--- src/rtl/maze_tile_arbiter_if.sv ---
// Request/response, pellet-clear and maze RAM signals of the tile arbiter.
// The slave side is the arbiter; the master side is the surrounding game logic and RAM.
interface maze_tile_arbiter_if;
  logic [4:0]  req;
  logic [59:0] req_tile;
  logic [4:0]  gnt;
  logic        rsp_valid;
  logic [2:0]  rsp_id;
  logic [7:0]  rsp_info;
  logic        clr_req;
  logic [11:0] clr_tile;
  logic        clr_ack;
  logic        busy;
  logic [10:0] mem_addr;
  logic        mem_re;
  logic        mem_we;
  logic [1:0]  mem_wdata;
  logic [1:0]  mem_rdata;

  modport master (
    output req, req_tile, clr_req, clr_tile, mem_rdata,
    input  gnt, rsp_valid, rsp_id, rsp_info, clr_ack, busy,
           mem_addr, mem_re, mem_we, mem_wdata
  );

  modport slave (
    input  req, req_tile, clr_req, clr_tile, mem_rdata,
    output gnt, rsp_valid, rsp_id, rsp_info, clr_ack, busy,
           mem_addr, mem_re, mem_we, mem_wdata
  );
endinterface

--- src/rtl/maze_tile_arbiter.sv ---
// Shares one maze RAM port between five actors: round-robin neighbour reads
// (up/left/down/right, tunnel wrap on x) interleaved with single-cycle pellet clears.
module maze_tile_arbiter #(
  parameter int MAZE_W = 28,
  parameter int MAZE_H = 31
) (
  input  logic               clk,
  input  logic               rst_n,
  maze_tile_arbiter_if.slave bus
);
  typedef enum logic [1:0] {IDLE, RD, DONE, CLR} state_e;

  localparam logic [5:0] W_LIM = 6'(MAZE_W);
  localparam logic [5:0] W_MAX = 6'(MAZE_W - 1);
  localparam logic [5:0] H_LIM = 6'(MAZE_H);
  localparam logic [5:0] H_MAX = 6'(MAZE_H - 1);

  state_e      state_q, state_d;
  logic [1:0]  cnt_q, cnt_d;
  logic [2:0]  ptr_q, ptr_d;
  logic [2:0]  id_q, id_d;
  logic [11:0] tile_q, tile_d;
  logic        last_clr_q, last_clr_d;
  logic [5:0]  info_q, info_d;
  logic [4:0]  gnt_q, gnt_d;
  logic        rsp_valid_q, rsp_valid_d;
  logic [2:0]  rsp_id_q, rsp_id_d;
  logic [7:0]  rsp_info_q, rsp_info_d;

  logic [4:0][11:0] req_tiles;
  logic        found;
  logic [2:0]  win;
  logic [5:0]  x, y;
  logic        oob;
  logic [3:0]  frc;
  logic [4:0]  nx;
  logic [5:0]  ny;
  logic [1:0]  cap;
  logic [10:0] mem_addr;
  logic        mem_re, mem_we, clr_ack;

  assign req_tiles = bus.req_tile;
  assign x   = tile_q[11:6];
  assign y   = tile_q[5:0];
  assign oob = (x >= W_LIM) || (y >= H_LIM);
  // Slots that never touch RAM: maze edges in y, or a bogus latched tile.
  assign frc = {oob, oob | (y == H_MAX), oob, oob | (y == 6'd0)};

  function automatic logic [2:0] wrap5(input logic [3:0] v);
    return (v >= 4'd5) ? 3'(v - 4'd5) : v[2:0];
  endfunction

  always_comb begin
    found = 1'b0;
    win   = ptr_q;
    for (int k = 1; k <= 5; k++) begin
      if (!found && bus.req[wrap5({1'b0, ptr_q} + 4'(k))]) begin
        found = 1'b1;
        win   = wrap5({1'b0, ptr_q} + 4'(k));
      end
    end
  end

  always_comb begin
    nx = x[4:0];
    ny = y;
    case (cnt_q)
      2'd0:    ny = y - 6'd1;
      2'd1:    nx = (x == 6'd0) ? W_MAX[4:0] : x[4:0] - 5'd1;
      2'd2:    ny = y + 6'd1;
      default: nx = (x == W_MAX) ? 5'd0 : x[4:0] + 5'd1;
    endcase
  end

  always_comb begin
    state_d     = state_q;
    cnt_d       = cnt_q;
    ptr_d       = ptr_q;
    id_d        = id_q;
    tile_d      = tile_q;
    last_clr_d  = last_clr_q;
    info_d      = info_q;
    gnt_d       = '0;
    rsp_valid_d = 1'b0;
    rsp_id_d    = '0;
    rsp_info_d  = '0;
    mem_addr    = '0;
    mem_re      = 1'b0;
    mem_we      = 1'b0;
    clr_ack     = 1'b0;
    // RAM data lags the strobe by a cycle, so each cycle retires the previous slot.
    cap         = frc[cnt_q - 2'd1] ? 2'b11 : bus.mem_rdata;
    case (state_q)
      IDLE: begin
        if (bus.clr_req && !last_clr_q) begin
          state_d = CLR;
          tile_d  = bus.clr_tile;
        end else if (found) begin
          state_d    = RD;
          cnt_d      = 2'd0;
          ptr_d      = win;
          id_d       = win;
          tile_d     = req_tiles[win];
          gnt_d[win] = 1'b1;
          last_clr_d = 1'b0;
        end else if (bus.clr_req) begin
          state_d = CLR;
          tile_d  = bus.clr_tile;
        end
      end
      RD: begin
        mem_re = !frc[cnt_q];
        if (!frc[cnt_q]) mem_addr = {ny, nx};
        case (cnt_q)
          2'd1:    info_d[1:0] = cap;
          2'd2:    info_d[3:2] = cap;
          2'd3:    info_d[5:4] = cap;
          default: ;
        endcase
        cnt_d = cnt_q + 2'd1;
        if (cnt_q == 2'd3) state_d = DONE;
      end
      DONE: begin
        rsp_valid_d = 1'b1;
        rsp_id_d    = id_q;
        rsp_info_d  = {frc[3] ? 2'b11 : bus.mem_rdata, info_q};
        cnt_d       = 2'd0;
        state_d     = IDLE;
      end
      default: begin
        clr_ack    = 1'b1;
        mem_addr   = {y, x[4:0]};
        mem_we     = !oob;
        last_clr_d = 1'b1;
        state_d    = IDLE;
      end
    endcase
  end

  always_ff @(posedge clk or negedge rst_n) begin
    if (!rst_n) begin
      state_q     <= IDLE;
      cnt_q       <= '0;
      ptr_q       <= 3'd4;
      id_q        <= '0;
      tile_q      <= '0;
      last_clr_q  <= 1'b0;
      info_q      <= '0;
      gnt_q       <= '0;
      rsp_valid_q <= 1'b0;
      rsp_id_q    <= '0;
      rsp_info_q  <= '0;
    end else begin
      state_q     <= state_d;
      cnt_q       <= cnt_d;
      ptr_q       <= ptr_d;
      id_q        <= id_d;
      tile_q      <= tile_d;
      last_clr_q  <= last_clr_d;
      info_q      <= info_d;
      gnt_q       <= gnt_d;
      rsp_valid_q <= rsp_valid_d;
      rsp_id_q    <= rsp_id_d;
      rsp_info_q  <= rsp_info_d;
    end
  end

  assign bus.gnt       = gnt_q;
  assign bus.rsp_valid = rsp_valid_q;
  assign bus.rsp_id    = rsp_id_q;
  assign bus.rsp_info  = rsp_info_q;
  assign bus.clr_ack   = clr_ack;
  assign bus.busy      = (state_q != IDLE);
  assign bus.mem_addr  = mem_addr;
  assign bus.mem_re    = mem_re;
  assign bus.mem_we    = mem_we;
  assign bus.mem_wdata = 2'b00;
endmodule

--- src/flat_wrapper.sv ---
// flat-port wrapper written by rule: the top's interface ports become plain ports
module maze_tile_arbiter_flat 
#(
  parameter int MAZE_W = 28,
  parameter int MAZE_H = 31
)
  (clk, rst_n, bus_req, bus_req_tile, bus_clr_req, bus_clr_tile, bus_mem_rdata, bus_gnt, bus_rsp_valid, bus_rsp_id, bus_rsp_info, bus_clr_ack, bus_busy, bus_mem_addr, bus_mem_re, bus_mem_we, bus_mem_wdata);
  maze_tile_arbiter_if bus_i ();
  input  logic clk;
  input  logic rst_n;
  input wire logic [$bits(bus_i.req)-1:0] bus_req;
  input wire logic [$bits(bus_i.req_tile)-1:0] bus_req_tile;
  input wire logic [$bits(bus_i.clr_req)-1:0] bus_clr_req;
  input wire logic [$bits(bus_i.clr_tile)-1:0] bus_clr_tile;
  input wire logic [$bits(bus_i.mem_rdata)-1:0] bus_mem_rdata;
  output wire logic [$bits(bus_i.gnt)-1:0] bus_gnt;
  output wire logic [$bits(bus_i.rsp_valid)-1:0] bus_rsp_valid;
  output wire logic [$bits(bus_i.rsp_id)-1:0] bus_rsp_id;
  output wire logic [$bits(bus_i.rsp_info)-1:0] bus_rsp_info;
  output wire logic [$bits(bus_i.clr_ack)-1:0] bus_clr_ack;
  output wire logic [$bits(bus_i.busy)-1:0] bus_busy;
  output wire logic [$bits(bus_i.mem_addr)-1:0] bus_mem_addr;
  output wire logic [$bits(bus_i.mem_re)-1:0] bus_mem_re;
  output wire logic [$bits(bus_i.mem_we)-1:0] bus_mem_we;
  output wire logic [$bits(bus_i.mem_wdata)-1:0] bus_mem_wdata;
  assign bus_i.req = bus_req;
  assign bus_i.req_tile = bus_req_tile;
  assign bus_i.clr_req = bus_clr_req;
  assign bus_i.clr_tile = bus_clr_tile;
  assign bus_i.mem_rdata = bus_mem_rdata;
  assign bus_gnt = bus_i.gnt;
  assign bus_rsp_valid = bus_i.rsp_valid;
  assign bus_rsp_id = bus_i.rsp_id;
  assign bus_rsp_info = bus_i.rsp_info;
  assign bus_clr_ack = bus_i.clr_ack;
  assign bus_busy = bus_i.busy;
  assign bus_mem_addr = bus_i.mem_addr;
  assign bus_mem_re = bus_i.mem_re;
  assign bus_mem_we = bus_i.mem_we;
  assign bus_mem_wdata = bus_i.mem_wdata;
  maze_tile_arbiter #(.MAZE_W(MAZE_W), .MAZE_H(MAZE_H)) u_core (.clk(clk), .rst_n(rst_n), .bus(bus_i));
endmodule
--- config.mk ---
export PLATFORM = sky130hd
export DESIGN_NAME = maze_tile_arbiter_flat
export DESIGN_NICKNAME = d
export VERILOG_FILES = /design/src/rtl/maze_tile_arbiter_if.sv /design/src/rtl/maze_tile_arbiter.sv /design/src/flat_wrapper.sv
export SDC_FILE = /design/constraint.sdc
export NUM_CORES = 1
export LEC_CHECK = 0
export CAP_MARGIN = 20
export CORE_ASPECT_RATIO = 0.9
export CORE_MARGIN = 2
export CORE_UTILIZATION = 50
export CTS_CLUSTER_SIZE = 8
export DETAILED_ROUTE_END_ITERATION = 8
export GPL_TIMING_DRIVEN = 0
export PLACE_DENSITY = 0.83
export RECOVER_POWER = 100
export SYNTH_ARGS = -nofsm -noshare
export SYNTH_HDL_FRONTEND = slang
export SYNTH_SLANG_ARGS = --single-unit
--- constraint.sdc ---
create_clock -name clk -period 7.57 [get_ports clk]
set_clock_uncertainty 0.1 [all_clocks]
set_input_delay 0.757 -clock clk [delete_from_list [all_inputs] [get_ports clk]]
set_output_delay 0.757 -clock clk [all_outputs]
set_load 0.02 [all_outputs]
==> impl_metrics.yaml, run 1 <==
run_status:
  status: "finished clean"
floorplan:
  initial_utilization_pct: 52.2
  die_w_um: 101
  rows: 31
  die_h_um: 91.7
  core-area_um2: 8180
  io_pins: 116
  design.die.area_um2: 9300
logic_synthesis:
  synth_async_sr_flop_share_pct: 100
  ys_ff_latch: 44
  ys_types: 74
  synth_cells: 516
  syn_avg_cell_area_um2: 8.28
  yosys_warnings: 0
  synth-edff-count: 0
  syn_area_um2: 4270
  synth-seq-area-share_pct: 25.8
  ys.flop_type: "dfrtp_1"
global_route:
  use_met3_pct: 4.65
  grt_pass1_vias: 4198
  grt_busiest_layer: "met2"
  overflow: 0
  antenna_found_initial: 0
  track_usage_pct: 27.0
  met2_usage_pct: 41.3
  grt_max_degree: 24
  grt_pass1_wl_um: 20200
  met1_usage_pct: 38.7
sta:
  rsz0062_at_grt: "no"
  finalHoldViolCount: 0
  worst_pin_slew_ns: 1.33
  period_share_pct: 76.4
  max_slew_margin_pct: 9.94
  tns_ns: 0
  fmax_mhz: 173
  maxSlewViolCount: 0
  fin_crit_ns: 5.78
  hold_slack_ns: 0.388
  setup_viol: 0
route:
  drt-initial-drc-count: 276
  via_per_inst: 5.99
  remaining_drc_errors: 0
  wl_per_cell_um: 16.6
  dr.pass1.iters: 7
  ant_nets: 0
  vias: 4509
  wirelength_um: 12500
final_layout:
  final_cell_mix: "clkdlybuf4s50_1, a21oi_1, dfrtp_1"
  final_common_cell: "clkdlybuf4s50_1"
  nets: 745
  diodes: 0
  area_delta_synth_final_pct: 31.2
  drive_above_1_share_pct: 9.56
clocking:
  tritoncts: "yes"
  h-tree-depth: 2
  cts_post_setup_buffers_inserted: 0
  hold_buffers: 0
  cts.clk_slew.worst_paths_ns: 0.09
  cts_buffer_depth: 2
  cts_made_buffers: 5
  cts_root_buf: "clkbuf_8"
  cts_num_sinks: 44
  cts_resized: 0
  clock_latency_ns: 0.30
placed_design:
  dp_hpwl_um: 9760
  gp_congestion: 0.954
  io_buffers: 112
critical_path:
  endpoint_kind: "register"
  worst_setup_path_start_kind: "register"
  required_ns: 7.65
  critical_path_class: "register to register"
  critical_path.max_fanout: 10
  cp.arrival_ns: 5.87
hold_path:
  min_path_type: "register to register"
run:
  maxCapViolCount: 0
## final timing paths
path                            slack (ns)      startpoint  cells past startpoint                    to
worst max register to register        1.79  u_core.id_q[0]                     14      u_core.tile_q[8]
worst max-delay path                  1.79  u_core.id_q[0]                     14      u_core.tile_q[8]
worst min register to register        0.39  u_core.id_q[2]                      2        u_core.id_q[2]
worst min-delay path                  0.39  u_core.id_q[2]                      2        u_core.id_q[2]
max in group asynchronous             5.14           rst_n                      2      u_core.tile_q[4]
min in group asynchronous             0.57           rst_n                      1  u_core.bus.rsp_id[2]
## Yosys cell counts, types with 3 or more instances
library cell	count	area, µm²
a21oi_1	75	375
dfrtp_1	43	1080
inv_1	39	146
nor2_1	30	113
o21ai_0	28	140
nand2_1	25	93.8
ha_1	24	300
mux2_2	19	214
clkbuf_1	16	60.1
a22oi_1	15	113
nor3_1	15	75.1
and2_1	12	75.1
a21o_1	10	75.1
nand2b_1	10	62.6
nand3_1	10	50.1
a31oi_1	9	56.3
buf_2	8	40.0
nor2b_1	8	50.1
mux2_4	6	90.1
a211o_1	5	43.8
a21boi_0	5	37.5
buf_4	5	37.5
mux2i_1	5	50.1
o31ai_1	5	37.5
xnor2_1	5	43.8
a211oi_1	4	30.0
buf_6	4	45.0
nand4_1	4	25.0
a22o_1	3	26.3
mux4_2	3	67.6
nor3b_1	3	22.5
nor4_1	3	18.8
o211ai_1	3	22.5
o21ai_1	3	15.0
or2_2	3	18.8
## per-stage QoR
step	area, µm²	setup slack, ns	util [%]	std cells
2_1_floorplan	4280	3.74	-	517
6_report	5610	1.79	68.5	753
3_5_place_dp	5570	3.02	68.0	745
5_1_grt	5610	1.33	68.5	753
4_1_cts	5660	2.96	69.2	753
3_3_place_gp	5540	3.08	67.7	744
## state kept, by name, indices dropped and copies added (netlist names)
register              flops
u_core.bus.gnt            5
u_core.bus.rsp_id         3
u_core.bus.rsp_info       8
u_core.bus.rsp_valid      1
u_core.cnt_q              2
u_core.id_q               3
u_core.info_q             6
u_core.last_clr_q         1
u_core.ptr_q              1
u_core.state_q            2
u_core.tile_q            12
## routing by layer
metal	part of all wire [%]	vias to the layer above
met4	2.4	0
met5	0	-
met1	44	2118
met3	8.4	32
met2	45	235
li1	-	2124
## final cells by class
cell class	count	area [µm²]
plain buffers	35	204
clock buffers	6	82.6
clock inverters	2	15.0
fillers	648	2580
inverters	39	146
multi-input cells	399	2800
flip-flops and latches	44	1100
well taps	115	144
repair buffers	113	1120
## worst max-delay path: stages, from the launching register on
cell and delay (ns):
dfrtp_1 0.63, inv_1 0.32, ha_1 0.48, clkbuf_1 0.39
mux4_2 0.39, nand3b_1 0.13, o21ai_0 0.32, nor2_1 0.20
nor4b_1 1.08, nand2_1 0.15, o21ai_0 0.70, clkbuf_1 0.45
a21oi_1 0.09, a21oi_1 0.16, a21oi_1 0.06
## cells by family after synthesis
| group | after synthesis | synth area share (%) |
|---|---|---|
| AOI/OAI and AO/OA | 192 | 28.7 |
| xor gates and xnor gates | 7 | 1.43 |
| adders and majority gates | 26 | 7.96 |
| buffers and inverters | 74 | 8.40 |
| DFF | 44 | 25.8 |
| muxes | 33 | 9.87 |
| other | 1 | 0.0877 |
| and+or+nand+nor | 139 | 17.8 |
Power of run 1 is not shown: default switching activity piles up to over one toggle a cycle in this logic, so the estimate is an artifact.
==> run 2, diff against run 1 <==
Settings changed: CORE_UTILIZATION 50 to 45, PLACE_DENSITY 0.83 to 0.79.
Clock period 7.57 ns to 5.3 ns, I/O delays scaled along.
==> run 2 against run 1 <==
The flow now finishes with violations (max-capacitance violations, max-slew violations). Clock-buffer cell count stayed put. Die area is 11% higher. Sequential cell count is the same. Non-clock buffer count unchanged. Routed wire length decreased by 3.4%. Sequential share of layout area decreased by 0.20 points. Via count down 2.7%. Utilization down 6.7 points. Hold slack worse by 0.27 ns. Worst setup slack worse by 1.2 ns. First-iteration DRC count increased by 6.2%. Final cell count is 0.93% higher.
==> impl_metrics.yaml, run 2 (synthesized netlist as in run 1, its figures left out) <==
sta:
  period_share_pct: 89.6
  worst_pin_slew_ns: 1.68
  rsz0062_at_grt: "no"
  tns_ns: 0
  maxSlewViolCount: 32
  finalHoldViolCount: 0
  max_slew_margin_pct: -11.9
  setup_viol: 0
  fin_crit_ns: 4.75
  fmax_mhz: 211
  hold_slack_ns: 0.123
critical_path:
  required_ns: 5.38
  cp.arrival_ns: 4.83
  critical_path.max_fanout: 10
  rrSetupSlack_ns: 0.55
  startpoint: "u_core.id_q[1]"
  reg2reg_depth: 15
  critical_path_class: "register to register"
  endpoint: "u_core.tile_q[8]"
  timing.rr.start: "u_core.id_q[1]"
  r2r-end: "u_core.tile_q[8]"
  endpoint_kind: "register"
  worst_setup_path_start_kind: "register"
route:
  route.met3.wl_um: 959
  dr.pass1.iters: 5
  wl_met2_um: 5530
  vias: 4386
  wirelength_um: 12100
  wl_met1_um: 5460
  via_per_inst: 5.77
  highest_layer: "met4"
  wl_per_cell_um: 15.9
  ant_nets: 0
  remaining_drc_errors: 0
  drt-initial-drc-count: 293
floorplan:
  rows: 33
  die_w_um: 107
  initial_utilization_pct: 46.6
  io_pins: 116
  die_h_um: 96.5
  core-area_um2: 9170
  design.die.area_um2: 10300
global_route:
  overflow: 0
  antenna_found_initial: 0
  grt_pass1_wl_um: 19400
  grt_pass1_vias: 4070
  grt_max_degree: 32
  track_usage_pct: 23.6
hold_path:
  min_path_type: "input pin to async pin"
final_layout:
  stdcell_count: 760
  multi_input_area_um2: 2820
  final_common_cell: "clkdlybuf4s50_1"
  top_register: "u_core.tile_q"
  diodes: 0
  nets: 745
  area_delta_synth_final_pct: 32.5
  nFillCells: 843
  final_cell_mix: "clkdlybuf4s50_1, a21oi_1, dfrtp_1"
  fin_area_um2: 5660
  drive_above_1_share_pct: 10.2
  register_area_um2: 1100
  largest_reg_flops: 12
placed_design:
  io_buffers: 112
  place_area_um2: 5570
  gp_congestion: 0.966
  dp_hpwl_um: 9440
  placed_cells: 752
clocking:
  cts_buffer_depth: 2
  tritoncts: "yes"
  cts.clk_slew.worst_paths_ns: 0.09
  cts_resized: 0
  cts_root_buf: "clkbuf_8"
  clock_latency_ns: 0.30
  hold_buffers: 0
  cts_post_setup_buffers_inserted: 0
  h-tree-depth: 2
  cts_made_buffers: 5
  cts_num_sinks: 44
run_status:
  status: "finished, violations left"
  violations: "max-capacitance violations, max-slew violations"
run:
  maxCapViolCount: 1
## run 2: cell types whose count changed in the layout (fill, tap and decap cells not counted), sizes merged
cell	before	now
buf	14	16
bufinv	0	1
clkbuf	29	27
clkinv	0	1
clkinvlp	2	0
## run 2: how the worst min path moves through the flow
stage                        start                endpoint  slack (ns)  cells after the start
floorplan                    rst_n       u_core.bus.gnt[0]        0.13                      0
global placement    u_core.id_q[2]          u_core.id_q[2]        0.35                      2
detailed placement           rst_n  u_core.bus.rsp_info[4]        0.34                      1
CTS                          rst_n  u_core.bus.rsp_info[4]        0.01                      1
global route                 rst_n  u_core.bus.rsp_info[4]        0.17                      1
finish                       rst_n  u_core.bus.rsp_info[4]        0.12                      1
## run 2: critical path: stages (launching register included)
cell,delay (ns)
dfrtp_1,0.58
inv_1,0.30
ha_1,0.47
buf_2,0.27
mux4_2,0.26
inv_1,0.05
o21ai_0,0.71
nor2_1,0.08
nor4b_4,0.19
and2_0,0.17
o31ai_1,0.43
buf_6,0.25
buf_8,0.17
mux2_4,0.31
a21oi_1,0.18
a21oi_1,0.08
## run 2: stage by stage
step	util [%]	worst slack (ns)
after detailed placement	60.7	0.820
after floorplan	-	1.47
final	61.8	0.553
after global routing	61.8	0.216
after global placement	60.6	0.832
after CTS	62.1	0.792
## run 2: layer usage
layer	GRT usage [%]	up-vias
met5	0	-
met4	5.52	0
met3	4.16	13
met2	38.0	208
met1	33.3	2041
li1	-	2124
## run 2: final cells by class
class | count | area share [%]
clock inverter | 2 | 0.685
buffer | 35 | 3.64
inverter | 39 | 2.58
timing repair buffer | 113 | 19.7
tap | 122 | 2.69
sequential | 44 | 19.5
clock buffer | 6 | 1.46
multi-input combinational | 399 | 49.7
Power of run 2 is left out for the same reason.
